File: config.mk
export PLATFORM = sky130hd
export DESIGN_NAME = pipe_skid_reg
export DESIGN_NICKNAME = d
export VERILOG_FILES = /design/src/rtl/pipe_skid_reg.sv
export SDC_FILE = /design/constraint.sdc
export NUM_CORES = 1
export LEC_CHECK = 0
export CORE_MARGIN = 2
export CORE_UTILIZATION = 45
export DETAILED_ROUTE_END_ITERATION = 8
export PLACE_DENSITY = 0.77
export SYNTH_ARGS = -nofsm -noshare
export SYNTH_HDL_FRONTEND = slang
export SYNTH_SLANG_ARGS = --single-unit
export TNS_END_PERCENT = 10
File: constraint.sdc
create_clock -name CLK -period 1.85 [get_ports CLK]
set_input_delay 0.4625 -clock CLK [delete_from_list [all_inputs] [get_ports CLK]]
set_output_delay 0.4625 -clock CLK [all_outputs]
set_load 0.03 [all_outputs]
File: src/rtl/pipe_skid_reg.sv
// Elastic pipeline register with a two-entry skid buffer, flush and NOP bubbles.
// Define PIPE_SKID_PERF_EN to build the saturating stall/bubble counters.
module pipe_skid_reg #(
  parameter int unsigned DW = 128,
  parameter logic [DW-1:0] NOP_VALUE = '0,
  parameter int unsigned CW = 32
) (
  input  logic          CLK,
  input  logic          nRST,
  input  logic          in_valid,
  output logic          in_ready,
  input  logic [DW-1:0] in_data,
  output logic          out_valid,
  input  logic          out_ready,
  output logic [DW-1:0] out_data,
  input  logic          flush,
  output logic [1:0]    occupancy,
  input  logic          perf_clr,
  output logic [CW-1:0] stall_cnt,
  output logic [CW-1:0] bubble_cnt
);

  typedef enum logic [1:0] {
    EMPTY = 2'd0,
    ONE   = 2'd1,
    FULL  = 2'd2
  } state_t;

  state_t        state, state_n;
  logic [DW-1:0] main_q, main_n;
  logic [DW-1:0] skid_q, skid_n;
  logic          rdy_q;
  logic          accept, consume;

  assign accept = in_valid & rdy_q;
  assign consume = out_valid & out_ready;

  // Encoding doubles as the occupancy count.
  assign occupancy = state;
  assign out_valid = (state != EMPTY);
  assign out_data = main_q;
  assign in_ready = rdy_q;

  always_comb begin
    state_n = state;
    main_n = main_q;
    skid_n = skid_q;
    if (flush) begin
      state_n = EMPTY;
      main_n = NOP_VALUE;
      skid_n = NOP_VALUE;
    end else begin
      unique case (state)
        EMPTY: begin
          if (accept) begin
            state_n = ONE;
            main_n = in_data;
          end
        end
        ONE: begin
          unique case (1'b1)
            accept & consume: main_n = in_data;
            accept & !consume: begin
              state_n = FULL;
              skid_n = in_data;
            end
            !accept & consume: begin
              state_n = EMPTY;
              main_n = NOP_VALUE;
            end
            default: ;
          endcase
        end
        FULL: begin
          if (consume) begin
            state_n = ONE;
            main_n = skid_q;
          end
        end
        default: begin
          state_n = EMPTY;
          main_n = NOP_VALUE;
        end
      endcase
    end
  end

  always_ff @(posedge CLK or negedge nRST) begin
    if (!nRST) begin
      state <= EMPTY;
      main_q <= NOP_VALUE;
      skid_q <= NOP_VALUE;
      rdy_q <= 1'b1;
    end else begin
      state <= state_n;
      main_q <= main_n;
      skid_q <= skid_n;
      rdy_q <= (state_n != FULL);
    end
  end

`ifdef PIPE_SKID_PERF_EN
  logic [CW-1:0] stall_q, bubble_q;

  always_ff @(posedge CLK or negedge nRST) begin
    if (!nRST) begin
      stall_q <= '0;
      bubble_q <= '0;
    end else if (perf_clr) begin
      stall_q <= '0;
      bubble_q <= '0;
    end else begin
      if (out_valid && !out_ready && !(&stall_q))
        stall_q <= stall_q + CW'(1);
      if (!out_valid && out_ready && !(&bubble_q))
        bubble_q <= bubble_q + CW'(1);
    end
  end

  assign stall_cnt = stall_q;
  assign bubble_cnt = bubble_q;
`else
  logic unused_perf_clr;
  assign unused_perf_clr = perf_clr;
  assign stall_cnt = '0;
  assign bubble_cnt = '0;
`endif

endmodule
# Yosys cells after proc, flatten, opt, wreduce, memory -nomap -nowiden
# Index checks and enable logic that the tools add are counted.
dict set report op_classes {
  bitwise_logic 5
  muxes 13
  reduce_logical 8
  n_eq_ne 6
}
# op n
set op_table {}
lappend op_table {{$mux 128} 6}
lappend op_table {{$pmux 128 s3} 1}
lappend op_table {{$pmux 128 s2} 1}
lappend op_table {{$mux 2} 3}
lappend op_table {{$ne 3x3->1 const B} 2}
lappend op_table {{$pmux 2 s3} 1}
lappend op_table {{$reduce_bool 2->1} 3}
lappend op_table {{$and 1x1->1} 5}
lappend op_table {{$ne 4x4->1 const B} 1}
lappend op_table {{$pmux 2 s2} 1}
lappend op_table {{$reduce_and 3->1} 1}
lappend op_table {{$eq 2x1->1 const B} 1}
lappend op_table {{$eq 2x2->1 const B} 1}
lappend op_table {{$logic_not 1->1} 2}
lappend op_table {{$logic_not 2->1} 1}
lappend op_table {{$ne 2x2->1 const B} 1}
lappend op_table {{$reduce_and 2->1} 1}
dict set report totals {
  wordCells 36
  output_inout_bits 196
  inputBits 134
  regBits 259
}

# Logic depth before layout (Yosys ltp)
# Gate-level depths: netlist of the first run.
dict set report logic_depth {
  depth_word 8
  mapped_depth 7
  ltp_nobuf 4
}

# Least setup slack after synthesis of the first run
# No wires, ideal clock.
dict set report synth_path {
  path_kind {register -> register}
  from {reg rdy_q, in the netlist in_ready}
  to {reg main_q[0], in the netlist out_data[0]}
  required_ns 1.784
  n_path_buf 2
  setup_time_ns 0.066
  period_less_slack_ns 1.816
  stages_incl_launch_ff 7
  path_slack_ns 0.034
  arrival_ns 1.750
  path_cell_list {dfstp_2 nand2_1 a31oi_1 clkbuf_1 clkbuf_1 a22o_1 a22o_1}
}
dict set report synth_via {
  elab_chain_len 6
  word_cells_on_any_way 10
  cone_classes {eq/ne (2); mux (3); bitwise (3); reduce/logical (2)}
}
# element line
set synth_rtl {}
lappend synth_rtl {{start: declaration} 32} ;# logic rdy_q;
lappend synth_rtl {{start signal: assignment} 98} ;# rdy_q <= (state_n != FULL);
lappend synth_rtl {{$and 1x1->1 (*)} 35} ;# assign accept = in_valid & rdy_q;
lappend synth_rtl {{$logic_not 1->1} 67} ;# !accept & consume: begin
lappend synth_rtl {{$and 1x1->1} 67}
lappend synth_rtl {{$pmux 128 s2} 61} ;# unique case (1'b1)
lappend synth_rtl {{$pmux 128 s3} 53} ;# unique case (state)
lappend synth_rtl {{$mux 128} 48} ;# if (flush) begin
lappend synth_rtl {{end signal: assignment} 96} ;# main_q <= main_n;
lappend synth_rtl {{end: declaration} 30} ;# logic [DW-1:0] main_q, main_n;
# Every way passes the cells marked *; elsewhere a longest branch is shown, timed or not.
# A chain may end at the register's enable or synchronous reset.

# Worst setup path in the final report of the first run
dict set report layout_path {
  from {reg state[0], in the netlist occupancy[0]}
  to {reg main_q[44], in the netlist out_data[44]}
}
dict set report layout_via {
  elab_chain_len 6
  word_cells_on_any_way 14
  cone_classes {eq/ne (5); mux (3); bitwise (3); reduce/logical (3)}
}
# element line
set layout_rtl {}
lappend layout_rtl {{start: declaration} 29} ;# state_t state, state_n;
lappend layout_rtl {{start signal: assignment} 95} ;# state <= state_n;
lappend layout_rtl {{$reduce_bool 2->1} 40} ;# assign out_valid = (state != EMPTY);
lappend layout_rtl {{$and 1x1->1} 36} ;# assign consume = out_valid & out_ready;
lappend layout_rtl {{$and 1x1->1 (on tied branches)} {67, 62}}
lappend layout_rtl {{$pmux 128 s2} 61}
lappend layout_rtl {{$pmux 128 s3} 53}
lappend layout_rtl {{$mux 128} 48}
# Several ways; a longest one is shown, not always the timed one.

==> results of run 1 <==
[layout make-up]
cell class,instances,share of cell area
clock buffer,40,0.05232
sequential,259,0.4271
timing repair buffer,353,0.2399
multi-input combinational,469,0.2502
clock inverter,6,0.003790
tap,319,0.02629
inverter,2,0.0004944
[power by group through the flow]
| stage | registers [uW] | clock network, uW | logic [uW] |
|---|---|---|---|
| final | 6200 | 5240 | 2840 |
| after global routing | 6230 | 5550 | 3000 |
| after CTS | 6190 | 5340 | 2730 |
| after detailed placement | 6290 | 0 | 2890 |
| after global placement | 6290 | 0 | 2850 |
| after floorplan | 6770 | 0 | 1070 |
[timing repair]
action | CTS | global route
cloned | 0 | 6
buffers inserted | 0 | 5
resized for setup | 139 | 29
endpoints found under the hold margin | 39 | 0
pin swaps | 0 | 27
setup endpoints to repair | 132 | 79
hold buffers | 1 | 0
[cell usage after synthesis, drive strengths merged]
library cell  count
a21oi             3
a22o            384
a31oi             1
and3b             1
buf             126
clkbuf           23
conb              1
dfrtp           258
dfstp             1
inv               2
mux2              2
nand2             2
nand2b            1
nor2              4
nor2b             1
nor3              1
nor4              1
o21ai             2
o22a              1
or2               1
[through the flow]
stage | hold slack (ns) | power, uW | instance area (sq um) | utilization | cells
after floorplan | 0.1669 | 7836 | 11100 | - | 879
after global placement | 0.4186 | 9136 | 14230 | 0.6025 | 1390
after detailed placement | 0.4197 | 9180 | 14230 | 0.6025 | 1390
after CTS | 0.4694 | 14260 | 14920 | 0.6320 | 1437
after global routing | 0.5095 | 14790 | 15180 | 0.6431 | 1448
final | 0.4728 | 14280 | 15180 | 0.6431 | 1448
[flip-flops by register name, summed over array words and instances (netlist names)]
signal     cells
out_data     128
skid_q       128
occupancy      2
in_ready       1
[metal layers]
layer  vias up  wire length [um]  part of all wire
met5         -                 0                 0
met4         0              1151             0.037
met3        78              2144             0.069
met2       401             14710              0.47
met1      4271             12990              0.42
li1       3668                 -                 -
[kinds of logic (layout without fill, tap and decap cells)]
group                  Yosys count  count (layout)  share of synthesized area
AO/OA/AOI/OAI                  391             391                     0.3132
flip-flops                     259             259                     0.5965
buffers and inverters          151             401                    0.08163
AND/OR/NAND/NOR                 12              12                   0.006218
multiplexers                     2               2                   0.002072
other                            1              64                  0.0003451
[worst min path at each step]
stage,cells past startpoint,to,from
CTS,2,skid_q[83],nRST
detailed placement,1,skid_q[83],nRST
floorplan,0,occupancy[0],nRST
finish,2,skid_q[83],nRST
global placement,1,skid_q[83],nRST
global route,2,skid_q[81],nRST
[cell usage in the layout, fill, tap and decap left out, drive strengths merged, types with 2 or more instances in the layout]
cell             n
a21oi            3
a22o           384
buf             85
clkbuf          47
clkdlybuf4s15    3
clkdlybuf4s50  131
clkinv           4
conb            64
dfrtp          258
dlygate4sd2    126
inv              2
mux2             2
nand2            2
nor2             4
o21ai            2
==> impl_metrics.yaml, run 1 <==
yosys:
  ys_warn_count: 0
  syn_inst: 816
  ys_ff_latch: 259
  avgSynthCellArea_sq_um: 13.32
  synth_largest_area_cell: "dfrtp_1"
  yosysSeqAreaShare: 0.5965
  yosysTopAreaCellShare: 0.5941
  ys_types: 21
  yosys-top-cells-area: "dfrtp_1 59%, a22o_1 31%, buf_4 4.5%"
  syn_area_sq_um: 10870
grt:
  grt.total_usage: 0.2326
  grt_overflow: 0
  grt_max_degree: 77
  grt.busiest_layer: "met2"
  antenna_found_initial: 0
  grt_pass1_vias: 8559
  use_met2: 0.3696
  use_met3: 0.04220
  grt_use_met1: 0.3197
  grt_pass1_wl_um: 48270
setup_path:
  critPathLaunch: "occupancy[0]"
  path_depth: 8
  rr_endpoint: "out_data[44]"
  cp_slowest_cell: "dfrtp_2"
  critPathTopFamily: "buffers and inverters"
  worstPathMaxFanout: 12
  cp_num_buf_inv: 4
  cp-endpoint: "out_data[44]"
  start_kind: "flip-flop"
  max_stage_delay_ns: 0.45
  end_kind: "flip-flop"
  ff2ff_path_depth: 8
  cp.required_ns: 2.30
  rrSetupSlack_ns: 0.01
  r2r_start: "occupancy[0]"
  path_class: "flip-flop to flip-flop"
  crit_chain: "buf_6 -> a21oi_2 -> o21ai_1 -> buf_4 -> a21oi_4 -> buf_12 -> clkbuf_16 -> a22o_1"
  arrival_ns: 2.28
place:
  port-buffer-count: 264
  gp_congestion: 0.8224
  dp_slack_ns: -0.3780
  dp_hpwl_um: 19450
power:
  peakVddDrop_mv: 0.4532
  p_leak_uw: 0.007915
  p_switching_uw: 3995
  clockPowerShare: 0.367
  switching_share: 0.2798
  pwr-share-comb: 0.199
  seq_power_share: 0.434
  pwr_density_cell_nw_per_um2: 940.2
  p_int_uw: 10280
finish:
  finalNetCount: 1246
  antenna_cells: 0
  multi_input_area_sq_um: 3799
  nFillCells: 1818
  drive_gt1_frac: 0.1293
  seq_area_sq_um: 6485
  area_growth_pct: 39.74
cts:
  clkLatencyLatePin_ns: 0.52
  cts_buffer_depth: 3
  cts_buffers: 27
  h-tree-depth: 1
  cts_sinks: 259
  tritoncts: "done"
  clock-root-buffer: "clkbuf_16"
  clk_pin_slew_worst_paths_ns: 0.06
sta:
  report.final.setup_viol: 0
  max_freq_ghz: 0.5446
  skew_ns: 0.01250
  fin_ws_ns: 0.01368
  finalHoldViolCount: 0
  slew_viol_final: 0
  rsz0062_at_grt: "yes"
  finalSetupTns_ns: 0
  post-route-period-util: 0.9926
  min_period_ns: 1.836
die:
  core_sq_um: 23610
  dieArea_sq_um: 25410
  initial_core_util: 0.4602
  rows: 56
  top_level_ports: 330
  die_h_um: 159.4
  dieWidth_um: 159.4
detailed_routing:
  vias: 8418
  postRouteAntennaNets: 0
  wirelength_um: 31000
  dr.pass1.iters: 7
  wl_per_cell_um: 21.41
  viasPerCell: 5.814
  initialDrtViolationCount: 618
  drcViolationCount: 0
job:
  maxCapViolCount: 0
status:
  status: "completed"
hold_path:
  hold_path_class: "primary input to async pin"
Note: power is estimated with default switching activity, not from simulation.
==> inputs of run 2 (changes only) <==
--- a/config.mk
+++ b/config.mk
@@ -10,2 +10,3 @@
 export DETAILED_ROUTE_END_ITERATION = 8
+export MAX_ROUTING_LAYER = met4
 export PLACE_DENSITY = 0.77
==> constraint.sdc (replaced) <==
create_clock -name CLK -period 1.85 [get_ports CLK]
set_input_delay 0.555 -clock CLK [delete_from_list [all_inputs] [get_ports CLK]]
set_output_delay 0.555 -clock CLK [all_outputs]
set_load 0.03 [all_outputs]
==> run 2 against run 1 <==
The flow now finishes with violations (setup timing); clock power up 6.1%; first-iteration DRC count decreased by 11%; core utilization is 1.3 points lower; sequential cell count unchanged; count of clock-buffer cells in the layout is 4 higher; largest cell class unchanged.
==> impl_metrics.yaml, run 2 (same netlist as run 1, synthesis figures left out) <==
setup_path:
  crit_chain: "or2_4 -> buf_6"
  cp.required_ns: 1.29
  ff2ff_path_depth: 6
  path_class: "flip-flop to primary output"
  cp_slowest_cell: "dfrtp_1"
  worstPathMaxFanout: 3
  path_depth: 2
  end_kind: "primary output"
  max_stage_delay_ns: 0.40
  arrival_ns: 1.32
  start_kind: "flip-flop"
  cp_num_buf_inv: 1
  critPathTopFamily: "flip-flops"
die:
  initial_core_util: 0.4602
  dieWidth_um: 159.4
  top_level_ports: 330
  rows: 56
  core_sq_um: 23610
  dieArea_sq_um: 25410
  die_h_um: 159.4
finish:
  layoutNonFillerInstCount: 1439
  finalNetCount: 1233
  stdcell_area_sq_um: 14870
  drive_gt1_frac: 0.2277
  final_cell_mix: "384 x a22o_1, 258 x dfrtp_1, 131 x clkdlybuf4s50_1"
  area_growth_pct: 36.87
  final_common_cell: "a22o_1"
  antenna_cells: 0
job:
  maxCapViolCount: 0
sta:
  min_period_ns: 1.879
  report.final.setup_viol: 1
  fin_ws_ns: -0.02915
  finalHoldViolCount: 0
  finalSetupTns_ns: -0.02915
  max_freq_ghz: 0.5322
  post-route-period-util: 1.016
  skew_ns: 0.01531
  rsz0062_at_grt: "yes"
  slew_viol_final: 0
detailed_routing:
  wirelength_um: 29600
  drcViolationCount: 0
  vias: 8224
  wl_per_cell_um: 20.57
  postRouteAntennaNets: 0
  viasPerCell: 5.715
  dr.pass1.iters: 5
  initialDrtViolationCount: 553
place:
  dp_hpwl_um: 19010
  gp_congestion: 0.8257
  dp_cells: 1386
  placed_cell_area_sq_um: 14160
  port-buffer-count: 264
grt:
  grt_overflow: 0
  grt_pass1_vias: 8300
  grt_max_degree: 77
  grt_pass1_wl_um: 47460
  antenna_found_initial: 0
  grt.total_usage: 0.2347
power:
  p_leak_uw: 0.007408
  pwr_density_cell_nw_per_um2: 972.0
  peakVddDrop_mv: 0.5561
status:
  violations: "setup timing"
  status: "finished, violations left"
cts:
  cts_buffer_depth: 3
  cts_sinks: 259
  cts_setup_buffers: 0
  clkLatencyLatePin_ns: 0.54
  tritoncts: "done"
  h-tree-depth: 1
  clock-root-buffer: "clkbuf_16"
  clk_pin_slew_worst_paths_ns: 0.06
  cts_buffers: 28
hold_path:
  hold_path_class: "primary input to async pin"
## run 2: cell count changes in the layout (fill, tap and decap cells not counted), moves of 4 or more
cell and delta:
clkbuf_8 +4, clkdlybuf4s15_2 +57, buf_4 +5, clkbuf_16 -4, buf_6 -8, clkdlybuf4s15_1 +7
dlygate4sd2_1 -126, clkbuf_2 +59
## run 2: report_power, final
part | internal, uW | switching (uW) | total, uW | leakage (uW)
clock | 3290 | 2270 | 5560 | 0.000469
combinational | 1120 | 1580 | 2700 | 0.00341
sequential | 5990 | 205 | 6200 | 0.00353
total | 10400 | 4050 | 14500 | 0.00741
## run 2: routing by layer
layer / vias up / track usage / part of all wire
li1: 3639 / - / -
met1: 4177 / 0.3364 / 0.44
met2: 351 / 0.3557 / 0.47
met3: 57 / 0.03725 / 0.064
met4: 0 / 0.05124 / 0.022
met5: - / - / 0
## run 2: final timing paths
path,slack (ns),from,to
max,-0.03,occupancy[0],out_valid
min,0.50,nRST,skid_q[80]
max reg2reg,0.07,in_ready,skid_q[35]
min reg2reg,0.50,skid_q[113],skid_q[113]
max in group asynchronous,0.75,nRST,skid_q[43]
min in group CLK,0.50,skid_q[113],skid_q[113]
## run 2: area by class of cell
| cell class | instances | area [sq um] |
|---|---|---|
| Fill cell | 1799 | 8740 |
| Sequential cell | 259 | 6482 |
| Multi-Input combinational cell | 470 | 3801 |
| Timing Repair Buffer | 338 | 3248 |
| Clock buffer | 44 | 892.1 |
| Tap cell | 319 | 399.1 |
| Clock inverter | 7 | 42.54 |
| Inverter | 2 | 7.507 |
## run 2: metrics by stage
step	util	setup WS, ns	power [uW]	hold WS, ns
3_3_place_gp	0.5996	-0.4629	9110	0.4738
6_report	0.6299	-0.02915	14460	0.4958
2_1_floorplan	-	0.03412	7836	0.2594
4_1_cts	0.6422	-0.2515	14640	0.4977
3_5_place_dp	0.5996	-0.5231	9150	0.4730
5_1_grt	0.6299	-0.06976	15020	0.5111
## run 2: worst register-to-register path: cells and delay by family (launching register included)
kind,cells,cell delay (ns)
and+or+nand+nor,3,0.51
buffers and inverters,2,0.39
DFF,1,0.55
AOI/OAI and AO/OA,1,0.23
## run 2: timing repair
item,CTS,global route
setup endpoints to repair,132,168
endpoints found under the hold margin,30,0
pin swaps,0,1
hold buffers,1,0
gates cloned,0,1
gates resized for setup,325,72
==> inputs of run 3 (changes only) <==
--- a/config.mk
+++ b/config.mk
@@ -12,2 +12,3 @@
 export PLACE_DENSITY = 0.77
+export SLEW_MARGIN = 10
 export SYNTH_ARGS = -nofsm -noshare
--- a/constraint.sdc
+++ b/constraint.sdc
@@ -3,2 +3,2 @@
 set_output_delay 0.555 -clock CLK [all_outputs]
-set_load 0.03 [all_outputs]
+set_load 0.05 [all_outputs]
==> run 3 against run 2 <==
The run still ends with setup timing left; clock skew grew 0.0061 ns; power is 4.3% higher; hold slack improved by 0.0033 ns; routed wire length increased by 2.6%; core utilization up 1.2 points; setup slack got worse by 0.11 ns; clock power fell by 3%; critical path type unchanged; largest power group unchanged.
==> impl_metrics.yaml, run 3 (same netlist as run 1, synthesis figures left out) <==
status:
  status: "finished, violations left"
  violations: "setup timing"
detailed_routing:
  wl_per_cell_um: 20.96
  viasPerCell: 5.760
  drcViolationCount: 0
  wirelength_um: 30370
  vias: 8346
  initialDrtViolationCount: 706
  postRouteAntennaNets: 0
  dr.pass1.iters: 7
setup_path:
  path_depth: 3
  max_stage_delay_ns: 0.40
  worstPathMaxFanout: 2
  cp.required_ns: 1.29
  critPathTopFamily: "flip-flops"
  ff2ff_path_depth: 9
  crit_chain: "buf_6 -> or2_4 -> buf_12"
  end_kind: "primary output"
  path_class: "flip-flop to primary output"
  arrival_ns: 1.44
  start_kind: "flip-flop"
  cp_num_buf_inv: 2
  cp_slowest_cell: "dfrtp_1"
sta:
  finalHoldViolCount: 0
  report.final.setup_viol: 8
  tightest_slew_ns: 0.7380
  finalSetupTns_ns: -0.3460
  min_period_ns: 1.990
  fin_ws_ns: -0.1405
  post-route-period-util: 1.076
  rsz0062_at_grt: "yes"
  slew_headroom: 0.5058
  max_freq_ghz: 0.5024
  holdWs_ns: 0.4991
  slew_viol_final: 0
  skew_ns: 0.02142
finish:
  finalNetCount: 1244
  drive_gt1_frac: 0.2480
  area_growth_pct: 39.49
  stdcell_area_sq_um: 15160
  layoutNonFillerInstCount: 1449
  final_common_cell: "a22o_1"
  final_cell_mix: "384 x a22o_1, 257 x dfrtp_1, 169 x buf_4"
  nFillCells: 1775
place:
  dp_cells: 1385
  gp_congestion: 0.8311
  dp_slack_ns: -0.4840
  placed_cell_area_sq_um: 14020
  port-buffer-count: 264
  dp_hpwl_um: 19350
die:
  dieArea_sq_um: 25410
  top_level_ports: 330
  die_h_um: 159.4
  rows: 56
  core_sq_um: 23610
  dieWidth_um: 159.4
  initial_core_util: 0.4602
grt:
  grt_overflow: 0
  antenna_found_initial: 1
  grt_max_degree: 62
  grt.total_usage: 0.2384
  grt_pass1_vias: 8324
  grt_pass1_wl_um: 47660
job:
  maxCapViolCount: 0
power:
  seq_power_share: 0.412
  clockPowerShare: 0.358
  p_int_uw: 10540
  pwr_density_cell_nw_per_um2: 994.4
  p_switching_uw: 4538
  pwr-share-comb: 0.229
  peakVddDrop_mv: 0.6197
  switching_share: 0.3011
  p_leak_uw: 0.007695
cts:
  tritoncts: "done"
  clkLatencyLatePin_ns: 0.53
  h-tree-depth: 1
  clk_pin_slew_worst_paths_ns: 0.06
  cts_buffer_depth: 3
  clock-root-buffer: "clkbuf_16"
  cts_sinks: 259
  cts_buffers: 27
hold_path:
  min_path_cells: 1
  hold_path_class: "flip-flop to flip-flop"
==> run 3: final cells by class <==
type	instances	area [sq um]	area share
Antenna cell	1	2.502	0.0001651
Tap cell	319	399.1	0.02633
Multi-Input combinational cell	470	3819	0.2519
Sequential cell	259	6484	0.4277
Clock inverter	12	116.4	0.007676
Timing Repair Buffer	350	3551	0.2343
Clock buffer	36	779.5	0.05142
Inverter	2	7.507	0.0004953
==> run 3: through the flow <==
step                power (uW)  utilization
floorplan                 8341            -
global placement          9615       0.5938
detailed placement        9660       0.5938
CTS                      15140       0.6360
global route             15640       0.6420
finish                   15070       0.6420
==> run 3: worst register-to-register path, cell delays in order, from the launching register on <==
cell,delay [ns]
dfrtp_1,0.40
buf_6,0.12
buf_4,0.16
a21oi_2,0.12
o21ai_2,0.08
buf_4,0.14
a21oi_4,0.22
buf_4,0.16
buf_12,0.18
a22o_1,0.21
==> run 3: power by group through the flow <==
stage	Clock [uW]	Sequential, uW	Combinational, uW
2_1_floorplan	0	7150	1190
3_3_place_gp	0	6290	3320
3_5_place_dp	0	6300	3360
4_1_cts	5520	6210	3410
5_1_grt	5770	6250	3630
6_report	5400	6210	3460
==> run 3: per-layer routing <==
layer | track usage | part of all wire | up-vias
met5 | - | 0 | -
li1 | - | - | 3672
met2 | 0.3599 | 0.48 | 382
met4 | 0.06281 | 0.022 | 0
met1 | 0.3388 | 0.43 | 4247
met3 | 0.03751 | 0.067 | 45
==> run 3: final timing paths <==
kind	start	endpoint	slack (ns)
worst min register to register	skid_q[42]	skid_q[42]	0.50
worst min-delay path	skid_q[42]	skid_q[42]	0.50
min in group asynchronous	nRST	skid_q[98]	0.51
worst max register to register	occupancy[1]	out_data[46]	-0.01
worst max-delay path	occupancy[1]	out_valid	-0.14
max in group asynchronous	nRST	out_data[89]	0.68
==> run 3: what timing repair did <==
item                                    4_1_cts  5_1_grt
pin swaps                                     1       10
endpoints found under the setup margin       24      251
endpoints found under the hold margin        30        0
gates cloned                                  2        3
hold buffers                                  1        0
resized for setup                             7        8
setup buffers                                 4        5
